<file path="config.mk">
export PLATFORM = sky130hd
export DESIGN_NAME = calc_controller
export DESIGN_NICKNAME = d
export VERILOG_FILES = /design/src/rtl/calc_pkg.sv /design/src/rtl/calc_key_decode.sv /design/src/rtl/calc_controller.sv
export SDC_FILE = /design/constraint.sdc
export NUM_CORES = 1
export LEC_CHECK = 0
export CAP_MARGIN = 20
export CORE_ASPECT_RATIO = 1.5
export CORE_MARGIN = 4
export CORE_UTILIZATION = 45
export CTS_BUF_LIST = sky130_fd_sc_hd__clkbuf_2 sky130_fd_sc_hd__clkbuf_4 sky130_fd_sc_hd__clkbuf_8
export DETAILED_ROUTE_END_ITERATION = 8
export PLACE_DENSITY = 0.74
export SETUP_SLACK_MARGIN = 0.4
export SYNTH_ARGS = -nofsm -noshare
export SYNTH_HDL_FRONTEND = slang
export SYNTH_HIERARCHICAL = 1
export SYNTH_SLANG_ARGS = --single-unit
</file>
<file path="constraint.sdc">
create_clock -name i_clock -period 4.2 [get_ports i_clock]
set_input_delay 0.42 -clock i_clock [delete_from_list [all_inputs] [get_ports i_clock]]
set_output_delay 0.42 -clock i_clock [all_outputs]
set_load 0.03 [all_outputs]
</file>
<file path="src/rtl/calc_pkg.sv">
// Shared constants for the hex calculator controller: keycodes, ALU op encoding,
// FSM state encoding and default sizing.
package calc_pkg;

  localparam int MAX_DIGITS_DEF   = 4;
  localparam int CALC_TIMEOUT_DEF = 64;

  localparam logic [4:0] KEY_ADD = 5'h10;
  localparam logic [4:0] KEY_SUB = 5'h11;
  localparam logic [4:0] KEY_MUL = 5'h12;
  localparam logic [4:0] KEY_EQ  = 5'h13;
  localparam logic [4:0] KEY_BS  = 5'h14;
  localparam logic [4:0] KEY_CLR = 5'h15;

  localparam logic [1:0] OP_ADD = 2'b00;
  localparam logic [1:0] OP_SUB = 2'b01;
  localparam logic [1:0] OP_MUL = 2'b10;

  // ST_CHAIN and ST_LOAD are the one-cycle gaps that keep Registers strobes apart.
  typedef enum logic [2:0] {
    ST_ENTER_V1 = 3'd0,
    ST_OP_WAIT  = 3'd1,
    ST_ENTER_V2 = 3'd2,
    ST_CALC     = 3'd3,
    ST_RESULT   = 3'd4,
    ST_CHAIN    = 3'd5,
    ST_LOAD     = 3'd6
  } state_t;

endpackage

</file>
<file path="src/rtl/calc_key_decode.sv">
// Combinational keycode classifier; undefined codes (0x16-0x1F) assert nothing.
module calc_key_decode
  import calc_pkg::*;
(
  input  logic [4:0] i_keycode,
  output logic       o_is_digit,
  output logic       o_is_op,
  output logic       o_is_eq,
  output logic       o_is_bs,
  output logic       o_is_clr,
  output logic [1:0] o_op_code
);

  always_comb begin
    o_is_digit = ~i_keycode[4];
    o_is_op    = (i_keycode == KEY_ADD) || (i_keycode == KEY_SUB) || (i_keycode == KEY_MUL);
    o_is_eq    = (i_keycode == KEY_EQ);
    o_is_bs    = (i_keycode == KEY_BS);
    o_is_clr   = (i_keycode == KEY_CLR);
    o_op_code  = o_is_op ? i_keycode[1:0] : OP_ADD;
  end

endmodule

</file>
<file path="src/rtl/calc_controller.sv">
// Sequencing FSM between keypad scanner and Registers/ALU datapath.
// All outputs are registered; strobes are one cycle wide and mutually exclusive.
module calc_controller
  import calc_pkg::*;
#(
  parameter int MAX_DIGITS   = MAX_DIGITS_DEF,
  parameter int CALC_TIMEOUT = CALC_TIMEOUT_DEF
) (
  input  logic                              i_clock,
  input  logic                              i_reset,
  input  logic                              i_keyvalid,
  input  logic [4:0]                        i_keycode,
  input  logic                              i_alu_done,
  output logic                              o_newhex,
  output logic [3:0]                        o_hexcode,
  output logic                              o_newop,
  output logic                              o_eq,
  output logic                              o_bs,
  output logic                              o_regclr,
  output logic                              o_alu_start,
  output logic [1:0]                        o_alu_op,
  output logic                              o_busy,
  output logic                              o_err,
  output logic [2:0]                        o_state,
  output logic [$clog2(MAX_DIGITS+1)-1:0]   o_digit_cnt
);

  localparam int CNT_W = $clog2(MAX_DIGITS + 1);
  localparam int TMR_W = $clog2(CALC_TIMEOUT + 1);
  localparam logic [CNT_W-1:0] MAX_CNT  = CNT_W'(MAX_DIGITS);
  localparam logic [TMR_W-1:0] TMR_LOAD = TMR_W'(CALC_TIMEOUT);

  logic       w_is_digit, w_is_op, w_is_eq, w_is_bs, w_is_clr;
  logic [1:0] w_op_code;

  calc_key_decode u_key_decode (
    .i_keycode (i_keycode),
    .o_is_digit(w_is_digit),
    .o_is_op   (w_is_op),
    .o_is_eq   (w_is_eq),
    .o_is_bs   (w_is_bs),
    .o_is_clr  (w_is_clr),
    .o_op_code (w_op_code)
  );

  logic w_key_digit, w_key_op, w_key_eq, w_key_bs, w_key_clr;
  assign w_key_digit = i_keyvalid & w_is_digit;
  assign w_key_op    = i_keyvalid & w_is_op;
  assign w_key_eq    = i_keyvalid & w_is_eq;
  assign w_key_bs    = i_keyvalid & w_is_bs;
  assign w_key_clr   = i_keyvalid & w_is_clr;

  state_t           r_state, w_state_nxt;
  logic [CNT_W-1:0] r_cnt, w_cnt_nxt;
  logic [TMR_W-1:0] r_timer, w_timer_nxt;
  logic [1:0]       r_alu_op, w_alu_op_nxt;
  logic [1:0]       r_next_op, w_next_op_nxt;
  logic             r_chain, w_chain_nxt;
  logic             r_err, w_err_nxt;
  logic [3:0]       r_held, w_held_nxt;

  logic       w_newhex_nxt, w_newop_nxt, w_eq_nxt, w_bs_nxt, w_regclr_nxt;
  logic       w_start_nxt, w_busy_nxt;
  logic [3:0] w_hexcode_nxt;

  always_comb begin
    w_state_nxt   = r_state;
    w_cnt_nxt     = r_cnt;
    w_timer_nxt   = r_timer;
    w_alu_op_nxt  = r_alu_op;
    w_next_op_nxt = r_next_op;
    w_chain_nxt   = r_chain;
    w_err_nxt     = r_err;
    w_held_nxt    = r_held;
    w_newhex_nxt  = 1'b0;
    w_hexcode_nxt = 4'h0;
    w_newop_nxt   = 1'b0;
    w_eq_nxt      = 1'b0;
    w_bs_nxt      = 1'b0;
    w_regclr_nxt  = 1'b0;
    w_start_nxt   = 1'b0;

    if (w_key_clr) begin
      w_regclr_nxt = 1'b1;
      w_cnt_nxt    = '0;
      w_err_nxt    = 1'b0;
      w_chain_nxt  = 1'b0;
      w_state_nxt  = ST_ENTER_V1;
    end else begin
      unique case (r_state)
        ST_ENTER_V1, ST_ENTER_V2: begin
          if (w_key_digit) begin
            if (r_cnt < MAX_CNT) begin
              w_newhex_nxt  = 1'b1;
              w_hexcode_nxt = i_keycode[3:0];
              w_cnt_nxt     = r_cnt + 1'b1;
            end
          end else if (w_key_bs) begin
            if (r_cnt != '0) begin
              w_bs_nxt  = 1'b1;
              w_cnt_nxt = r_cnt - 1'b1;
            end
          end else if (w_key_op && r_state == ST_ENTER_V1) begin
            w_alu_op_nxt = w_op_code;
            w_newop_nxt  = 1'b1;
            w_cnt_nxt    = '0;
            w_state_nxt  = ST_OP_WAIT;
          end else if ((w_key_op || w_key_eq) && r_state == ST_ENTER_V2) begin
            // An operator here both evaluates and queues itself for the chained op.
            w_start_nxt   = 1'b1;
            w_err_nxt     = 1'b0;
            w_timer_nxt   = TMR_LOAD;
            w_chain_nxt   = w_key_op;
            w_next_op_nxt = w_key_op ? w_op_code : r_next_op;
            w_state_nxt   = ST_CALC;
          end
        end
        ST_OP_WAIT: begin
          if (w_key_digit) begin
            w_newhex_nxt  = 1'b1;
            w_hexcode_nxt = i_keycode[3:0];
            w_cnt_nxt     = CNT_W'(1);
            w_state_nxt   = ST_ENTER_V2;
          end else if (w_key_op) begin
            w_alu_op_nxt = w_op_code;
          end
        end
        ST_CALC: begin
          if (i_alu_done) begin
            w_eq_nxt    = 1'b1;
            w_state_nxt = r_chain ? ST_CHAIN : ST_RESULT;
          end else if (r_timer <= TMR_W'(1)) begin
            w_err_nxt   = 1'b1;
            w_chain_nxt = 1'b0;
            w_state_nxt = ST_RESULT;
          end else begin
            w_timer_nxt = r_timer - 1'b1;
          end
        end
        ST_CHAIN: begin
          w_alu_op_nxt = r_next_op;
          w_newop_nxt  = 1'b1;
          w_cnt_nxt    = '0;
          w_chain_nxt  = 1'b0;
          w_state_nxt  = ST_OP_WAIT;
        end
        ST_RESULT: begin
          if (w_key_op) begin
            w_alu_op_nxt = w_op_code;
            w_newop_nxt  = 1'b1;
            w_cnt_nxt    = '0;
            w_state_nxt  = ST_OP_WAIT;
          end else if (w_key_digit) begin
            w_regclr_nxt = 1'b1;
            w_held_nxt   = i_keycode[3:0];
            w_state_nxt  = ST_LOAD;
          end
        end
        ST_LOAD: begin
          w_newhex_nxt  = 1'b1;
          w_hexcode_nxt = r_held;
          w_cnt_nxt     = CNT_W'(1);
          w_state_nxt   = ST_ENTER_V1;
        end
        default: begin
          w_state_nxt = ST_ENTER_V1;
          w_cnt_nxt   = '0;
        end
      endcase
    end

    w_busy_nxt = (w_state_nxt == ST_CALC);
  end

  always_ff @(posedge i_clock) begin
    if (i_reset) begin
      r_state     <= ST_ENTER_V1;
      r_cnt       <= '0;
      r_timer     <= '0;
      r_alu_op    <= OP_ADD;
      r_next_op   <= OP_ADD;
      r_chain     <= 1'b0;
      r_err       <= 1'b0;
      r_held      <= 4'h0;
      o_newhex    <= 1'b0;
      o_hexcode   <= 4'h0;
      o_newop     <= 1'b0;
      o_eq        <= 1'b0;
      o_bs        <= 1'b0;
      o_regclr    <= 1'b0;
      o_alu_start <= 1'b0;
      o_busy      <= 1'b0;
    end else begin
      r_state     <= w_state_nxt;
      r_cnt       <= w_cnt_nxt;
      r_timer     <= w_timer_nxt;
      r_alu_op    <= w_alu_op_nxt;
      r_next_op   <= w_next_op_nxt;
      r_chain     <= w_chain_nxt;
      r_err       <= w_err_nxt;
      r_held      <= w_held_nxt;
      o_newhex    <= w_newhex_nxt;
      o_hexcode   <= w_hexcode_nxt;
      o_newop     <= w_newop_nxt;
      o_eq        <= w_eq_nxt;
      o_bs        <= w_bs_nxt;
      o_regclr    <= w_regclr_nxt;
      o_alu_start <= w_start_nxt;
      o_busy      <= w_busy_nxt;
    end
  end

  assign o_alu_op    = r_alu_op;
  assign o_err       = r_err;
  assign o_state     = r_state;
  assign o_digit_cnt = r_cnt;

endmodule

</file>
==> impl_metrics.toml, run 1 <==
[synth]
ys_ff_latch = 34
netlist.area_leader.share = 0.3688
synth_ff_type = "dfxtp_1"
synth_top_area_cell = "dfxtp_1"
synth_warnings = 6
synth-compound-area-share = 0.1776
ys_async_sr_fraction = 0
synth_edf_count = 0
avgSynthCellArea_sq_um = 8.705
synth.yosys.seq_area_share = 0.3688
yosysUniqueCellTypes = 50
synth.net_count = 226
synthAdderAreaFrac = 0.03390
synthesis.area_sq_um = 1846
synthXorXnorAreaFrac = 0.02847
synth_mux_area_frac = 0.06644
synth-simple-area-share = 0.2725
synth_area_leaders = "dfxtp_1 37%, nor2_1 5.7%, mux2i_1 5.4%"
synth_cells = 212
synth_top_family_by_area = "simple AND/OR/NAND/NOR gates"

[power]
power.density_nw_per_um2 = 294.6
power_uw = 652.3
ir_worst_vdd_mv = 0.2044
p_leak_nw = 0.8950

[floorplanning]
dieArea_sq_um = 5211
dieWidth_um = 60.29
fp.dieH_um = 86.43
rows = 28
coreArea_sq_um = 3959
initial_core_util = 0.4662
ios = 29

[clock_network]
cts_setup_buffers = 0
cts_resized = 0
clock_latency_ps = 280
cts_tree = "done"
cts.sinks = 34
ctsHtreeMaxLevel = 2
cts_inserted_buffers = 5
clockBufferDepth = 2
hold_buffers = 0
cts_root_buffer = "clkbuf_8"
clk_pin_slew_ps = 70

[route]
viasPerCell = 5.766
drt_pass1_iterations = 4
avgRoutedWirePerCell_um = 15.04
vias = 1626
remaining_drc_errors = 0
detail-route-antenna-nets = 0
drt_iter0_drc = 56
drt_wl_total_um = 4242

[sta]
fin_hold_ws_ps = 469.7
period_minus_slack_ps = 2786
rsz0062_at_grt = "no"
slew-limit-headroom = 0.4314
finalHoldViolations = 0
tns_ps = 0
setup_violations = 0
drv_slew = 0
setup_slack_ps = 1414
skew_ps = 5.570
tightest_slew_ps = 847.8
fin_crit_sh = 0.6633
fmax_ghz = 0.3589

[hold_path]
worstHoldPathType = "reg -> reg"

[final_layout]
fill_cells = 363
drive_above_1_share = 0.09705
nets = 250
antenna_cells = 0
area_growth_pct = 20.00
mostFrequentLayoutCell = "dfxtp_1"
layoutNonFillerInstCount = 282
final_cell_mix = "34 x dfxtp_1, 28 x nor2_1, 28 x clkdlybuf4s50_1"

[global_route]
grt_use_met2 = 0.2923
gr-usage-all-layers = 0.1834
grt_pass1_wl_um = 7189
antenna_found_initial = 0
met1_usage = 0.2074
busiest_layer = "met2"
global_route.overflow_total = 0
grt_max_degree = 19
grt_pass1_vias = 1580
gr-usage-met3 = 0.04173

[placement]
pre_cts_ws_ps = 1163
io_buffers = 28
dp_hpwl_um = 3117
place_inst = 274
gp_congestion = 0.8660

[run_status]
outcome = "completed"

[critical_path]
crit_type = "in -> reg"
startpoint_type = "input port"
critical_path_peak_fanout = 6
endpoint_kind = "register"
cp.required_ps = 4420
cp.arrival_ps = 3010

[run]
cap_violations = 0
[logic make-up after synthesis]
logic type | after synthesis
fa+ha+maj | 5
buf+inv | 20
flops | 34
compound gates | 46
mux | 12
simple gates | 89
xor+xnor | 6
[final timing paths]
path                start              to  slack [ps]  cells after the start
min               r_chain         r_chain         470                      2
max reg2reg    r_timer[2]      r_timer[2]        1980                      5
max          i_keycode[4]  o_digit_cnt[2]        1410                      8
min reg2reg       r_chain         r_chain         470                      2
[flip-flops by register name (all words and copies together) (netlist names), 2 cells and up]
| register | cells |
|---|---|
| o_alu_op | 2 |
| o_digit_cnt | 3 |
| o_hexcode | 4 |
| o_state | 3 |
| r_held | 4 |
| r_next_op | 2 |
| r_timer | 7 |
[critical path, cell delays in order]
cell,delay (ps)
clkdlybuf4s50_1,510
or3b_1,420
a21oi_1,290
and2_1,260
or3_1,180
o221ai_1,230
or4_1,560
a21oi_1,120
[through the flow]
stage	cell area (sq um)	utilization
floorplan	1846	-
global route	2215	0.5594
finish	2215	0.5594
detailed placement	2120	0.5354
CTS	2215	0.5594
global placement	2120	0.5354
[layout make-up]
cell class / instances / area (sq um) / share of cell area
inverter: 9 / 33.78 / 0.01525
tap: 45 / 56.30 / 0.02542
sequential: 34 / 680.7 / 0.3073
clock buffer: 7 / 90.09 / 0.04068
timing repair buffer: 28 / 280.3 / 0.1266
clock inverter: 1 / 5.005 / 0.002260
multi-input combinational: 158 / 1069 / 0.4825
[Yosys cell counts (2+ instances only)]
cell and count:
nor2_1 28, ha_1 5, a21oi_1 15, mux2i_1 10
o221ai_1 2, nor3_1 9, a211oi_2 3, xnor2_1 6
a21o_1 4, nand2_1 18, or4_1 2, or3_1 4
a22oi_1 5, nor4_1 2, nor2b_1 4, clkbuf_1 6
inv_1 9, nand3b_1 3, o21bai_1 2, nand2b_1 4
and2_1 2, o21ai_0 4, mux2_2 2, buf_2 2
buf_6 2, dfxtp_1 34, or2_2 2
[power breakdown]
part / total, mW / internal, mW / switching, mW
clock network: 0.254 / 0.139 / 0.116
registers: 0.330 / 0.326 / 0.00359
logic: 0.0684 / 0.0283 / 0.0402
total: 0.652 / 0.493 / 0.159
[metal layers]
| metal | vias to the layer above | part of all wire |
|---|---|---|
| met4 | 0 | 0.046 |
| li1 | 799 | - |
| met1 | 775 | 0.40 |
| met5 | - | 0 |
| met3 | 15 | 0.035 |
| met2 | 37 | 0.52 |
(Power assumes the default switching activity.)
==> inputs of run 2 (changes only) <==
==> constraint.sdc (replaced) <==
create_clock -name i_clock -period 2.7 [get_ports i_clock]
set_input_delay 0.27 -clock i_clock [delete_from_list [all_inputs] [get_ports i_clock]]
set_output_delay 0.27 -clock i_clock [all_outputs]
set_load 0.03 [all_outputs]
==> impl_metrics.toml, run 2 (synthesis gave the netlist of run 1 again) <==
[final_layout]
fin_util = 0.6109
largestRegisters = "r_timer x7, o_hexcode x4, r_held x4"
antenna_cells = 0
final_cell_mix = "34 x dfxtp_1, 28 x nor2_1, 25 x buf_4"
nets = 276
fill_cells = 361
largest_reg_flops = 7
area_growth_pct = 31.05
largest_register = "r_timer"
mostFrequentLayoutCell = "dfxtp_1"
drive_above_1_share = 0.1977

[floorplanning]
coreArea_sq_um = 3959
fp.dieH_um = 86.43
initial_core_util = 0.4662
dieArea_sq_um = 5211
dieWidth_um = 60.29
rows = 28
ios = 29

[power]
power.density_nw_per_um2 = 425.2
p_leak_nw = 1.030
ir_worst_vdd_mv = 0.4583

[global_route]
global_route.overflow_total = 0
grt_pass1_wl_um = 7748
antenna_found_initial = 0
grt_max_degree = 18
grt_pass1_vias = 1756
gr-usage-all-layers = 0.1956

[route]
drt_iter0_drc = 73
avgRoutedWirePerCell_um = 14.67
drt_wl_total_um = 4518
viasPerCell = 5.536
drt_pass1_iterations = 4
detail-route-antenna-nets = 0
remaining_drc_errors = 0
vias = 1705

[clock_network]
cts_inserted_buffers = 5
clockBufferDepth = 2
cts_root_buffer = "clkbuf_8"
cts.sinks = 34
ctsHtreeMaxLevel = 2
hold_buffers = 0
cts_tree = "done"
clk_pin_slew_ps = 60
clock_latency_ps = 280

[sta]
tns_ps = 0
skew_ps = 3.000
setup_violations = 0
tightest_slew_ps = 417.3
setup_slack_ps = 479.9
fin_crit_sh = 0.8223
finalHoldViolations = 0
rsz0062_at_grt = "no"
drv_slew = 0
period_minus_slack_ps = 2220
slew-limit-headroom = 0.7218
fmax_ghz = 0.4504

[hold_path]
worstHoldPathType = "in -> reg"

[critical_path]
crit_path_cell_trace = "dlygate4sd2_1 > buf_4 > nand3b_1 > nor3_2 > buf_4 > nand4bb_4 > or4_4 > nor4b_4 > mux2i_1 > nor2_1"
worst-path-buf-inv = 3
cp_top_family = "simple AND/OR/NAND/NOR gates"
crit_type = "in -> reg"
cpMaxStageDelayCell = "or4_4"
max_stage_delay_ps = 540
cp.required_ps = 2870
cp.arrival_ps = 2390
cpMostUsedCell = "buf_4"
critical_path_peak_fanout = 4
endpoint_kind = "register"
startpoint_type = "input port"

[placement]
io_buffers = 28
dp_hpwl_um = 3383
gp_congestion = 0.9068
pre_cts_ws_ps = -45.05

[run]
cap_violations = 0

[run_status]
outcome = "completed"
[run 2: cell types whose count changed in the layout (fill, tap and decap cells not counted)]
cell             change
buf_4               +25
clkdlybuf4s50_1      -5
dlygate4sd2_1        +5
a21oi_1              -1
a21oi_2              +1
buf_6                +1
nor3_1               -1
nor3_2               +1
or3b_1               -1
or3b_4               +1
[run 2: tightest hold or removal path, cell delays in order]
cell           delay, ps
dlygate4sd2_1        260
a22oi_1               90
nor2_1                80
[run 2: repair_timing]
item,CTS,global route
setup buffers,2,0
gates resized for setup,9,0
endpoints found under the setup margin,9,2
pin swaps,2,2
hold endpoints to repair,0,0
[run 2: report_power, final]
| group | switching [mW] | internal (mW) |
|---|---|---|
| clock network | 0.173 | 0.215 |
| logic | 0.0696 | 0.0583 |
| registers | 0.00430 | 0.507 |
| total | 0.247 | 0.781 |
[run 2: worst paths after layout]
path / depth (start not counted) / startpoint / endpoint / slack [ps]
setup / recovery: 10 / i_keycode[4] / r_next_op[1] / 480
hold / removal: 3 / i_keycode[3] / o_hexcode[3] / 450
setup reg to reg: 6 / o_state[0] / o_digit_cnt[2] / 740
hold reg to reg: 2 / r_chain / r_chain / 480
[run 2: final cells by class]
| cell class | instances | area, sq um | area share |
|---|---|---|---|
| timing repair buffer | 54 | 473.0 | 0.1956 |
| clock inverter | 1 | 5.005 | 0.002069 |
| tap | 45 | 56.30 | 0.02328 |
| clock buffer | 7 | 90.09 | 0.03725 |
| inverter | 9 | 33.78 | 0.01397 |
| multi-input combinational | 158 | 1080 | 0.4465 |
| sequential | 34 | 680.7 | 0.2814 |
[run 2: per-layer routing]
| metal | routed length [um] | track usage | up-vias |
|---|---|---|---|
| met2 | 2373 | 0.3435 | 47 |
| met5 | 0 | 0 | - |
| li1 | - | - | 847 |
| met1 | 1765 | 0.2028 | 797 |
| met4 | 213 | 0.1250 | 0 |
| met3 | 165 | 0.03875 | 14 |
[run 2: metrics by stage]
step / instances / area (sq um) / hold slack [ps] / power [mW]
2_1_floorplan: 212 / 1846 / 412.8 / 0.5909
3_3_place_gp: 298 / 2300 / 447.5 / 0.6480
3_5_place_dp: 298 / 2300 / 456.3 / 0.6497
4_1_cts: 308 / 2419 / 436.7 / 1.042
5_1_grt: 308 / 2419 / 469.2 / 1.070
6_report: 308 / 2419 / 454.0 / 1.028
